===== src/rtl/draw_cmd_sched.sv =====
// draw_cmd_sched: plays a drawing-command list and dispatches draw commands to the shape engine one at a time
module draw_cmd_sched #(
  parameter int CMDW     = 40,
  parameter int ADDRW    = 8,
  parameter int LIST_LEN = 256
) (
  input  logic             clk_sys,
  input  logic             rst_sys,
  input  logic             start,
  input  logic             frame,
  output logic [ADDRW-1:0] list_addr,
  input  logic [CMDW-1:0]  list_data,
  output logic [CMDW-1:0]  cmd_data,
  output logic             cmd_start,
  input  logic             eng_busy,
  input  logic             eng_done,
  output logic             busy,
  output logic             done,
  output logic [ADDRW-1:0] cmd_count,
  output logic             err
);
  typedef enum logic [2:0] {IDLE, READ, DECODE, DISPATCH, ENGINE, WAITF, NEXT, FIN} state_t;
  localparam logic [ADDRW-1:0] LAST = ADDRW'(LIST_LEN - 1);
  localparam logic [ADDRW-1:0] CMAX = '1;
  state_t state, state_nx;
  logic [7:0] fcnt;
  logic [3:0] op;
  assign op        = list_data[CMDW-1:CMDW-4];
  assign cmd_start = state == DISPATCH && !eng_busy && !rst_sys;
  assign busy      = state != IDLE;
  assign done      = state == FIN;
  always_comb begin
    state_nx = state;
    case (state)
      IDLE:     state_nx = start ? READ : IDLE;
      READ:     state_nx = DECODE;
      DECODE:   state_nx = op == 4'd1 ? DISPATCH : op == 4'd2 ? WAITF : op == 4'd0 ? FIN : NEXT;
      DISPATCH: state_nx = eng_busy ? DISPATCH : ENGINE;
      ENGINE:   state_nx = eng_done ? NEXT : ENGINE;
      WAITF:    state_nx = fcnt == 8'd0 ? NEXT : WAITF;
      NEXT:     state_nx = list_addr == LAST ? FIN : READ;
      FIN:      state_nx = IDLE;
      default:  state_nx = IDLE;
    endcase
  end
  always_ff @(posedge clk_sys) begin
    if (rst_sys) begin
      state     <= IDLE;
      list_addr <= '0;
      cmd_data  <= '0;
      cmd_count <= '0;
      err       <= 1'b0;
      fcnt      <= '0;
    end else begin
      state <= state_nx;
      if (state == IDLE && start) begin
        list_addr <= '0;
        cmd_count <= '0;
        err       <= 1'b0;
      end
      if (state == DECODE && op == 4'd1) cmd_data <= list_data;
      if (state == DECODE && op == 4'd2) fcnt <= list_data[7:0] == 8'd0 ? 8'd1 : list_data[7:0];
      if (state == DECODE && op > 4'd3) err <= 1'b1;
      if (cmd_start && cmd_count != CMAX) cmd_count <= cmd_count + ADDRW'(1);
      if (state == WAITF && frame && fcnt != 8'd0) fcnt <= fcnt - 8'd1;
      if (state == NEXT && list_addr != LAST) list_addr <= list_addr + ADDRW'(1);
    end
  end
endmodule


===== config.mk =====
export PLATFORM = sky130hd
export DESIGN_NAME = draw_cmd_sched
export DESIGN_NICKNAME = d
export VERILOG_FILES = /design/src/rtl/draw_cmd_sched.sv
export SDC_FILE = /design/constraint.sdc
export NUM_CORES = 1
export LEC_CHECK = 0
export BUFFER_PORTS_ARGS = -buffer_cell sky130_fd_sc_hd__buf_2
export CORE_MARGIN = 3
export CORE_UTILIZATION = 25
export CTS_CLUSTER_SIZE = 20
export DETAILED_ROUTE_END_ITERATION = 16
export GPL_TIMING_DRIVEN = 0
export HOLD_SLACK_MARGIN = 0.02
export PLACE_DENSITY = 0.49
export SYNTH_ARGS = -nofsm -noshare
export SYNTH_HDL_FRONTEND = slang
export SYNTH_SLANG_ARGS = --single-unit

===== constraint.sdc =====
create_clock -name clk_sys -period 2 [get_ports clk_sys]
set_clock_uncertainty 0.2 [all_clocks]
set_input_delay 0.3 -clock clk_sys [delete_from_list [all_inputs] [get_ports clk_sys]]
set_output_delay 0.3 -clock clk_sys [all_outputs]
set_load 0.005 [all_outputs]

==> flow_summary_export.csv <==
group,metric,value,unit
outcome,status,"finished, final reports clean",
critical_path,rr_worst_depth,4,
die,die_h,116,um
critical_path,arrival,1930,ps
critical_path,worst-path-buf-inv,0,
timing,maxSlewViolCount,0,
routing,drc_errors,0,
finish,drive_gt1_share,28.9,%
timing,worst_slew_pin_slew,646,ps
timing,hold_viol,0,
synth,synth.most_common_cell,"nand2_1",
min_path,hold_depth,3,
routing,routed-via-count,3219,
critical_path,startpoint_type,"register",
routing,drtIter0Drc,241,
timing,timing.fmax,514,MHz
critical_path,path_max_fanout,8,
synth,synth.largest_area_cell,"dfxtp_1",
routing,ant_nets,0,
timing,setup_viol,0,
clocking,cts_buffers,9,
clocking,clockRootBuffer,"clkbuf_16",
global_route,grt_pass1_wl,14.5,mm
timing,slew_headroom,57.0,%
global_route,grt_pass1_vias,2984,
synth,synth_top_area_share,45.0,%
routing,wl,9.40,mm
timing,fin_crit_sh,97.3,%
pwr,cellPowerDensity,727,nW/um2
routing,avgRoutedWirePerCell,14.0,um
critical_path,startpoint,"fcnt[3]",
die,initial_core_util,26.0,%
die,die_w,116,um
synth,synth-main-ff-cell,"dfxtp_1",
critical_path,worstSetupPathType,"register to register",
critical_path,slowest_delay,550,ps
finish,multi_input_area,1610,um2
critical_path,reg2reg_to,"fcnt[7]",
critical_path,critPathRequiredTime,1980,ps
placement,portBuffers,104,
clocking,cts_tree,"done",
placement,hpwl,6.72,mm
synth,ys_warn_count,0,
die,pin_count,106,
finish,n_antenna_cell,0,
critical_path,worst-path-stages,4,
synth,synthTopCellsByArea,"dfxtp_1, nand2_1, a21oi_1",
global_route,grt_max_degree,11,
routing,dr.pass1.iters,4,
finish,fin_nets,575,
die,die-area,13400,um2
clocking,htree_levels,3,
timing,final.setup.tns,0,ps
placement,gp_congestion,0.834,
job,cap_violations,0,
critical_path,r2r_start,"fcnt[3]",
die,fp.coreArea,11600,um2
critical_path,endpoint_kind,"register",
clocking,clk_pin_slew_worst_paths,50,ps
synth,async_reset_ff_share,0,%
critical_path,path_cells,"or4_1 > or4_4 > o21ai_2 > a221oi_2",
critical_path,rrSetupSlack,50,ps
clocking,clk_latency,330,ps
placement,dpl-instance-area,3720,um2
synth,postSynthAreaPerCell,8.02,um2
critical_path,crit_family,"simple AND/OR/NAND/NOR gates",
timing,rsz0062_at_grt,"true",
global_route,antenna_found_initial,0,
synth,synth_commonest_cells,"nand2_1, dfxtp_1, a21oi_1, nand3_1, o21ai_0",
finish,fillers,1199,
min_path,hold_class,"input port to register",
die,num_rows,39,
clocking,cts_buffer_depth,2,
clocking,cts.sinks,68,
routing,viasPerCell,4.79,
synth,yosysSeqAreaShare,45.0,%
synth,synth_edf_count,0,
synth,synthesis.nets,427,
global_route,grt_util_all_layers,13.9,%
pwr,peakVddDrop,0.395,mV
global_route,grt_overflow,0,
timing,min_period,1950,ps
synth,yosys.cell_types.count,53,
synth,ys_seq_elements,68,
finish,finalInstanceArea,4420,um2
pwr,total_power,3220,uW
timing,whs,33.8,ps
critical_path,crit_path_end,"fcnt[7]",
finish,area_growth,46.4,%
critical_path,cp_slowest_cell,"or4_1",
synth,mappedNetlistArea,3020,um2
finish,regArea,1370,um2
pwr,p_leak,0.00183,uW
synth,synthCells,377,
-- metrics by stage --
step,util [%],worst slack (ps),cells
final,38.1,53.0,672
after global routing,38.1,-15.6,672
after CTS,37.1,7.05,666
after detailed placement,32.1,-239,624
after global placement,32.1,-266,624
after floorplan,-,139,377
-- state kept, by name, summed over array words and instances, names as in the netlist --
name / flops
cmd_count: 8
cmd_data: 40
err: 1
fcnt: 8
list_addr: 8
state: 3
-- repair_timing --
action / 4_1_cts / 5_1_grt
pin swaps: 0 / 1
endpoints found under the setup margin: 20 / 29
gates resized for setup: 4 / 24
buffers inserted: 0 / 6
endpoints found under the hold margin: 27 / 0
hold buffers: 27 / 0
-- cell families (layout without fill, tap and decap cells) --
group,after synthesis,in the layout,synth area share (%)
XOR/XNOR,2,2,0.580
buffers and inverters,29,181,4.10
flip-flops,68,68,45.0
multiplexers,2,2,0.704
AO/OA/AOI/OAI,108,108,22.0
AND/OR/NAND/NOR,164,164,25.9
adder cells (fa/ha/maj),4,4,1.66
-- power by group --
part	total (uW)	switching [uW]	internal (uW)
logic	210	110	100
clock network	1640	550	1090
registers	1370	9.69	1360
total	3220	669	2550
-- worst min path at each step --
stage | slack (ps) | startpoint | endpoint
global route | 40 | list_data[33] | cmd_data[33]
global placement | 240 | cmd_data[24] | cmd_data[24]
detailed placement | 240 | cmd_data[4] | cmd_data[4]
CTS | 20 | list_data[6] | cmd_data[6]
finish | 30 | list_data[5] | cmd_data[5]
floorplan | 240 | list_data[0] | cmd_data[0]
-- metal layers --
layer / up-vias / GRT usage (%) / part of all wire (%)
met5: - / 0 / 0
met1: 1435 / 18.0 / 47
met4: 0 / 5.34 / 1.7
li1: 1648 / - / -
met3: 16 / 4.80 / 6.9
met2: 120 / 21.1 / 45
-- worst register-to-register path, delay by kind of cell, from the launching register on --
family / cells / cell delay (ps)
AO/OA/AOI/OAI: 2 / 150
flip-flops: 1 / 360
AND/OR/NAND/NOR: 2 / 1080
-- cell type report --
cell class	instances	area share, %
clock inverters	2	1.36
inverters	9	0.764
plain buffers	20	2.23
multi-input cells	280	36.4
clock buffers	13	5.43
well taps	143	4.04
repair buffers	137	18.9
flip-flops and latches	68	30.9
-- placed cells by master, fill, tap and decap left out, types with 3 or more instances in the layout --
cell             n
and3_1           5
clkbuf_1        13
o21a_1           3
nor2_1           8
clkbuf_16        9
a31oi_1          7
nor4_1           3
buf_2          110
or3_1            7
buf_4            8
o21ai_0         13
nand2b_1         3
inv_1            9
dlygate4sd3_1   27
nand3_1         14
nand2_1         93
dfxtp_2          4
dfxtp_1         64
nor3_1           8
nand4_1          3
o211ai_1         6
a21oi_1         54
(Power assumes the default switching activity.)
